### config.mk
export PLATFORM = sky130hd
export DESIGN_NAME = uart_tx_engine
export DESIGN_NICKNAME = d
export VERILOG_FILES = /design/src/rtl/uart_pkg.sv /design/src/rtl/uart_baud_gen.sv /design/src/rtl/uart_tx_engine.sv
export SDC_FILE = /design/constraint.sdc
export NUM_CORES = 1
export LEC_CHECK = 0
export CAP_MARGIN = 20
export CORE_MARGIN = 1
export CORE_UTILIZATION = 56
export CTS_CLUSTER_SIZE = 40
export DETAILED_ROUTE_END_ITERATION = 7
export GPL_ROUTABILITY_DRIVEN = 1
export PLACE_DENSITY = 0.85
export SYNTH_ARGS = -nofsm -noshare
export SYNTH_HDL_FRONTEND = slang
export SYNTH_HIERARCHICAL = 1
export SYNTH_SLANG_ARGS = --single-unit
export TNS_END_PERCENT = 5
### constraint.sdc
create_clock -name i_clk -period 3.7 [get_ports i_clk]
set_clock_uncertainty 0.15 [all_clocks]
set_input_delay 0.74 -clock i_clk [delete_from_list [all_inputs] [get_ports i_clk]]
set_output_delay 0.74 -clock i_clk [all_outputs]
set_load 0.02 [all_outputs]
### src/rtl/uart_pkg.sv
// Shared UART types and constants used by the TX engine and baud generator.
package uart_pkg;

  localparam int unsigned UART_MIN_DATA_BITS = 5;
  localparam int unsigned TX_DIV_WIDTH       = 16;

  typedef enum logic [2:0] {
    PAR_NONE  = 3'd0,
    PAR_EVEN  = 3'd1,
    PAR_ODD   = 3'd2,
    PAR_MARK  = 3'd3,
    PAR_SPACE = 3'd4
  } parity_mode_t;

  typedef enum logic [2:0] {
    TX_IDLE,
    TX_START,
    TX_DATA,
    TX_PARITY,
    TX_STOP,
    TX_BREAK
  } tx_state_t;

  function automatic logic parity_bit(parity_mode_t mode, logic data_xor);
    case (mode)
      PAR_EVEN: return data_xor;
      PAR_ODD:  return ~data_xor;
      PAR_MARK: return 1'b1;
      default:  return 1'b0;
    endcase
  endfunction

endpackage

### src/rtl/uart_baud_gen.sv
// Divisor counter: counts 0..div and ticks on the terminal count, then wraps.
module uart_baud_gen
  import uart_pkg::*;
#(
  parameter int unsigned DIV_WIDTH = TX_DIV_WIDTH
) (
  input  logic                 i_clk,
  input  logic                 i_rst,
  input  logic                 i_clr,
  input  logic [DIV_WIDTH-1:0] i_div,
  output logic                 o_tick
);

  logic [DIV_WIDTH-1:0] cnt;

  // Tick is suppressed while held clear so a zero divisor cannot fire in idle.
  assign o_tick = !i_clr && (cnt == i_div);

  always_ff @(posedge i_clk) begin
    if (i_rst || i_clr || o_tick) cnt <= '0;
    else                          cnt <= cnt + 1'b1;
  end

endmodule

### src/rtl/uart_tx_engine.sv
// UART transmit engine: pulls words over valid/ready and serialises them
// LSB-first with latched per-frame length, parity, stop bits and baud divisor.
module uart_tx_engine
  import uart_pkg::*;
#(
  parameter int unsigned MAX_DATA_BITS = 9,
  parameter int unsigned DIV_WIDTH     = TX_DIV_WIDTH
) (
  input  logic                     i_clk,
  input  logic                     i_rst,
  input  logic                     i_en,
  input  logic [3:0]               i_data_bits,
  input  logic [2:0]               i_parity_mode,
  input  logic                     i_two_stop,
  input  logic [DIV_WIDTH-1:0]     i_baud_div,
  input  logic                     i_break,
  input  logic [MAX_DATA_BITS-1:0] i_data,
  input  logic                     i_valid,
  output logic                     o_ready,
  output logic                     o_tx,
  output logic                     o_busy,
  output logic                     o_frame_done
);

  tx_state_t                state;
  logic [MAX_DATA_BITS-1:0] shreg;
  logic [3:0]               nbits_q;
  logic [3:0]               bit_idx;
  logic                     par_en_q;
  logic                     par_q;
  logic                     two_stop_q;
  logic                     stop_idx;
  logic                     brk_q;
  logic [DIV_WIDTH-1:0]     div_q;

  logic                     tick;
  logic                     stop_end;
  logic                     accept;
  logic [3:0]               nbits_c;
  logic [MAX_DATA_BITS-1:0] mask_c;
  parity_mode_t             mode_c;
  logic                     par_en_c;
  logic                     par_c;

  uart_baud_gen #(.DIV_WIDTH(DIV_WIDTH)) u_baud (
    .i_clk  (i_clk),
    .i_rst  (i_rst),
    .i_clr  (state == TX_IDLE),
    .i_div  (div_q),
    .o_tick (tick)
  );

  always_comb begin
    nbits_c = i_data_bits;
    if (i_data_bits < 4'(UART_MIN_DATA_BITS))  nbits_c = 4'(UART_MIN_DATA_BITS);
    else if (i_data_bits > 4'(MAX_DATA_BITS))  nbits_c = 4'(MAX_DATA_BITS);
    mask_c = '0;
    for (int unsigned i = 0; i < MAX_DATA_BITS; i++) mask_c[i] = (i < 32'(nbits_c));
    mode_c   = parity_mode_t'(i_parity_mode);
    par_en_c = mode_c inside {PAR_EVEN, PAR_ODD, PAR_MARK, PAR_SPACE};
    par_c    = parity_bit(mode_c, ^(i_data & mask_c));
  end

  assign stop_end     = (state == TX_STOP) && tick && (!two_stop_q || stop_idx);
  assign o_ready      = !i_rst && i_en && !i_break && ((state == TX_IDLE) || stop_end);
  assign accept       = i_valid && o_ready;
  assign o_frame_done = !i_rst && stop_end && !brk_q;

  always_ff @(posedge i_clk) begin
    if (i_rst) begin
      state      <= TX_IDLE;
      o_tx       <= 1'b1;
      o_busy     <= 1'b0;
      shreg      <= '0;
      nbits_q    <= 4'(UART_MIN_DATA_BITS);
      bit_idx    <= '0;
      par_en_q   <= 1'b0;
      par_q      <= 1'b0;
      two_stop_q <= 1'b0;
      stop_idx   <= 1'b0;
      brk_q      <= 1'b0;
      div_q      <= '0;
    end else if (accept) begin
      // Covers both the idle accept and the gapless accept on the final stop tick.
      state      <= TX_START;
      o_tx       <= 1'b0;
      o_busy     <= 1'b1;
      shreg      <= i_data;
      nbits_q    <= nbits_c;
      par_en_q   <= par_en_c;
      par_q      <= par_c;
      two_stop_q <= i_two_stop;
      div_q      <= i_baud_div;
      brk_q      <= 1'b0;
    end else begin
      case (state)
        TX_IDLE: begin
          if (i_en && i_break) begin
            state      <= TX_BREAK;
            o_tx       <= 1'b0;
            o_busy     <= 1'b1;
            two_stop_q <= i_two_stop;
            div_q      <= i_baud_div;
            brk_q      <= 1'b1;
          end
        end
        TX_START: begin
          if (tick) begin
            state   <= TX_DATA;
            o_tx    <= shreg[0];
            shreg   <= shreg >> 1;
            bit_idx <= '0;
          end
        end
        TX_DATA: begin
          if (tick) begin
            if (bit_idx == nbits_q - 4'd1) begin
              if (par_en_q) begin
                state <= TX_PARITY;
                o_tx  <= par_q;
              end else begin
                state    <= TX_STOP;
                o_tx     <= 1'b1;
                stop_idx <= 1'b0;
              end
            end else begin
              o_tx    <= shreg[0];
              shreg   <= shreg >> 1;
              bit_idx <= bit_idx + 4'd1;
            end
          end
        end
        TX_PARITY: begin
          if (tick) begin
            state    <= TX_STOP;
            o_tx     <= 1'b1;
            stop_idx <= 1'b0;
          end
        end
        TX_STOP: begin
          if (stop_end) begin
            if (i_en && i_break) begin
              state <= TX_BREAK;
              o_tx  <= 1'b0;
              brk_q <= 1'b1;
            end else begin
              state  <= TX_IDLE;
              o_busy <= 1'b0;
            end
          end else if (tick) begin
            stop_idx <= 1'b1;
          end
        end
        TX_BREAK: begin
          if (tick && !i_break) begin
            state    <= TX_STOP;
            o_tx     <= 1'b1;
            stop_idx <= 1'b0;
          end
        end
        default: begin
          state  <= TX_IDLE;
          o_tx   <= 1'b1;
          o_busy <= 1'b0;
        end
      endcase
    end
  end

endmodule

==> flow_summary.json <==
{
  "synthTopCellsByArea": "sky130_fd_sc_hd__dfxtp_1 36%, sky130_fd_sc_hd__xnor2_1 7.9%, sky130_fd_sc_hd__a211oi_1 7.7%",
  "netlist_area_sq_mm": 0.00331,
  "r2r-start": "u_baud/cnt[3]$_SDFF_PP0_",
  "power_leakage_nw": 1.37,
  "max-vdd-ir-drop_mv": 0.296,
  "critical_path.max_stage_delay_ns": 0.47,
  "path_delay_family": "simple AND/OR/NAND/NOR gates",
  "grt.total_usage_pct": 28.8,
  "grt_overflow_total": 0,
  "pwr_density_cell_mw_per_mm2": 434,
  "drive_above_1_share_pct": 9.29,
  "cts_hold_buffers": 0,
  "antenna_left": 0,
  "final.min_clock_period_ns": 3.21,
  "vias_in_the_first_global_route": 2832,
  "clkSlewWorstSetupHoldPaths_ns": 0.06,
  "grt_antenna_before_repair": 0,
  "final.hold.worst_slack_ns": 0.334,
  "numPortBuffers": 41,
  "pre_cts_slack_ns": 0.469,
  "syn-mean-instance-area_sq_um": 8.68,
  "via_count": 3003,
  "drc": 0,
  "placement.cell_area_sq_mm": 0.00375,
  "timing.max_slew.rel_slack_pct": 37.4,
  "unrepaired_setup_endpoints_after_global_routing": "false",
  "clock-sinks": 59,
  "avgViaCountPerCell": 6.10,
  "arrival_time_at_the_worst_endpoint_ns": 2.32,
  "async_reset_ff_share_pct": 0,
  "antennaDiodeCount": 0,
  "crit_path_end_kind": "output port",
  "floorplan.die_area_sq_mm": 0.00623,
  "grt_first_pass_wirelength_um": 13700,
  "finalInstanceArea_sq_mm": 0.00399,
  "placement_rows": 27,
  "final_hold_viol_count": 0,
  "min-delay-start": "stop_idx$_SDFFE_PP0P_",
  "die_w_um": 78.9,
  "timing.critical_path.fanout_max": 10,
  "syn_to_final_growth_pct": 20.4,
  "syn_nets": 423,
  "initial_drt_pass_iterations": 5,
  "cts_tree": "built",
  "post-route-period-util_pct": 86.7,
  "max_freq_ghz": 0.312,
  "timing.final.ws_setup_ns": 0.491,
  "slew_viol_final": 0,
  "core_sq_mm": 0.00561,
  "wire_length_per_cell_after_detailed_routing_um": 16.9,
  "drtIter0Drc": 281,
  "cp-start-kind": "flop",
  "worstPathCellList": "xnor2_2, nand4_2, nor4_4, and2_1, a21boi_2, nor4bb_2, dlymetal6s2s_1",
  "synth.top_cell.area_share_pct": 35.6,
  "worst_setup_path_startpoint": "u_baud/cnt[3]$_SDFF_PP0_",
  "synth-seq-cells": 59,
  "cts_buffers": 9,
  "clkLatencyLatePin_ns": 0.35,
  "io_pins": 42,
  "postSynthCellCount": 382,
  "synth_commonest_cells": "59 x sky130_fd_sc_hd__dfxtp_1, 41 x sky130_fd_sc_hd__nor2_1, 34 x sky130_fd_sc_hd__a211oi_1, 30 x sky130_fd_sc_hd__xnor2_1, 26 x sky130_fd_sc_hd__nand2_1",
  "critical_setup_path_class": "flop to output port",
  "hpwl_um": 5700,
  "detail_route.wirelength_um": 8300,
  "synthDominantAreaCellType": "sky130_fd_sc_hd__dfxtp_1",
  "setup_violations": 0,
  "synthesis.yosys.warnings": 6,
  "final_total_negative_setup_slack_ns": 0,
  "setup.reg_to_reg.worst_slack_ns": 0.98,
  "critical_path_required_ns": 2.81,
  "fp.dieH_um": 78.9,
  "timing.critical_path.slowest_stage_cell": "sky130_fd_sc_hd__dfxtp_1",
  "number_of_buffer_and_inverter_instances_along_the_worst_setup_path": 1,
  "cts.root.buffer_cell": "sky130_fd_sc_hd__clkbuf_8",
  "outcome": "complete, no violations",
  "clockBufferDepth": 2,
  "ys_dominant_reg_cell": "sky130_fd_sc_hd__dfxtp_1",
  "worst_min_delay_path_category": "flop to flop",
  "synth_most_common_cell": "sky130_fd_sc_hd__dfxtp_1",
  "synth_edf_count": 0,
  "synth_seq_area_share_pct": 35.6,
  "nets": 457,
  "grt_start_max_net_pins": 31,
  "netlist-cell-type-count": 56,
  "cts_max_level": 3,
  "initial_utilization_pct": 59.1,
  "worst_slew_pin_slew_ns": 0.933,
  "place.gp.congestion": 0.894,
  "max_cap_viol_count": 0
}
## cell usage in the layout (no fill, tap or decap), types with 3 or more instances in the layout
cell                              count
sky130_fd_sc_hd__clkbuf_8            10
sky130_fd_sc_hd__a21oi_1              8
sky130_fd_sc_hd__o21ai_1              3
sky130_fd_sc_hd__nand4b_1             3
sky130_fd_sc_hd__xor2_1               8
sky130_fd_sc_hd__nor4_1               7
sky130_fd_sc_hd__o21ai_0             14
sky130_fd_sc_hd__clkdlybuf4s50_1     39
sky130_fd_sc_hd__xnor2_1             30
sky130_fd_sc_hd__nor2_1              41
sky130_fd_sc_hd__o211ai_1             3
sky130_fd_sc_hd__a21boi_0             3
sky130_fd_sc_hd__inv_1               10
sky130_fd_sc_hd__xnor2_2              3
sky130_fd_sc_hd__dfxtp_1             57
sky130_fd_sc_hd__a211oi_1            34
sky130_fd_sc_hd__o22ai_1              4
sky130_fd_sc_hd__nand4_1              9
sky130_fd_sc_hd__nand2b_1             4
sky130_fd_sc_hd__ha_1                 3
sky130_fd_sc_hd__mux2i_1             19
sky130_fd_sc_hd__nand3_1             11
sky130_fd_sc_hd__or4_1                3
sky130_fd_sc_hd__buf_4                9
sky130_fd_sc_hd__nor3_1              10
sky130_fd_sc_hd__nand2_1             26
sky130_fd_sc_hd__a31oi_1              3
## stage by stage
stage	power, mW	cells	util (%)
after detailed placement	1.09	476	66.9
after CTS	1.73	491	70.7
after global routing	1.81	492	71.2
final	1.73	492	71.2
after floorplan	0.967	382	-
after global placement	1.07	476	66.9
## where the power goes
group          switching, mW  internal (mW)  total [mW]
clock                  0.256          0.391       0.647
sequential            0.0273          0.670       0.698
combinational          0.219          0.167       0.386
total                  0.502           1.23        1.73
## repair_timing
action / in CTS / in global routing
setup buffers: 0 / 0
setup endpoints to repair: 0 / 2
gates resized for setup: 0 / 4
endpoints found under the hold margin: 0 / 0
## worst min-delay path, delay by kind of cell (launching register included)
kind	cells	cell delay (ns)
simple gates	1	0.06
mux	1	0.06
flops	1	0.31
## layer usage
metal / share of wire, % / track usage (%)
met1: 45 / 37.3
met2: 48 / 46.3
met3: 6.3 / 7.24
met4: 1.0 / 10.7
met5: 0 / 0
## layout make-up
class / count / area (sq um)
multi-input combinational: 285 / 1970
fill: 442 / 1620
sequential: 59 / 1180
timing repair buffer: 51 / 498
clock buffer: 10 / 138
tap: 72 / 90.1
clock inverter: 5 / 77.6
inverter: 10 / 37.5
## registers in the layout (all words and copies together), names as in the netlist
register and flops:
div_q 16, u_baud/cnt 16, shreg 9, bit_idx 4, nbits_q 4, state 3
brk_q 1, o_busy 1, o_tx 1, par_en_q 1, par_q 1, stop_idx 1
two_stop_q 1
## worst paths after layout
path	endpoint	cells past startpoint
setup / recovery	o_ready	7
hold / removal	stop_idx$_SDFFE_PP0P_	2
setup reg to reg	bit_idx[0]$_SDFFE_PP0P_	9
hold reg to reg	stop_idx$_SDFFE_PP0P_	2
## logic make-up (layout without fill, tap and decap cells)
kind of cell | count (synthesis) | in the layout | synth area share (%)
adder cells (fa/ha/maj) | 3 | 3 | 1.13
buffers and inverters | 38 | 76 | 5.36
AO/OA/AOI/OAI | 89 | 89 | 18.5
XOR/XNOR | 43 | 43 | 12.9
multiplexers | 19 | 19 | 5.74
AND/OR/NAND/NOR | 131 | 131 | 20.7
flip-flops | 59 | 59 | 35.6
Power figures use the tool's default switching activity.
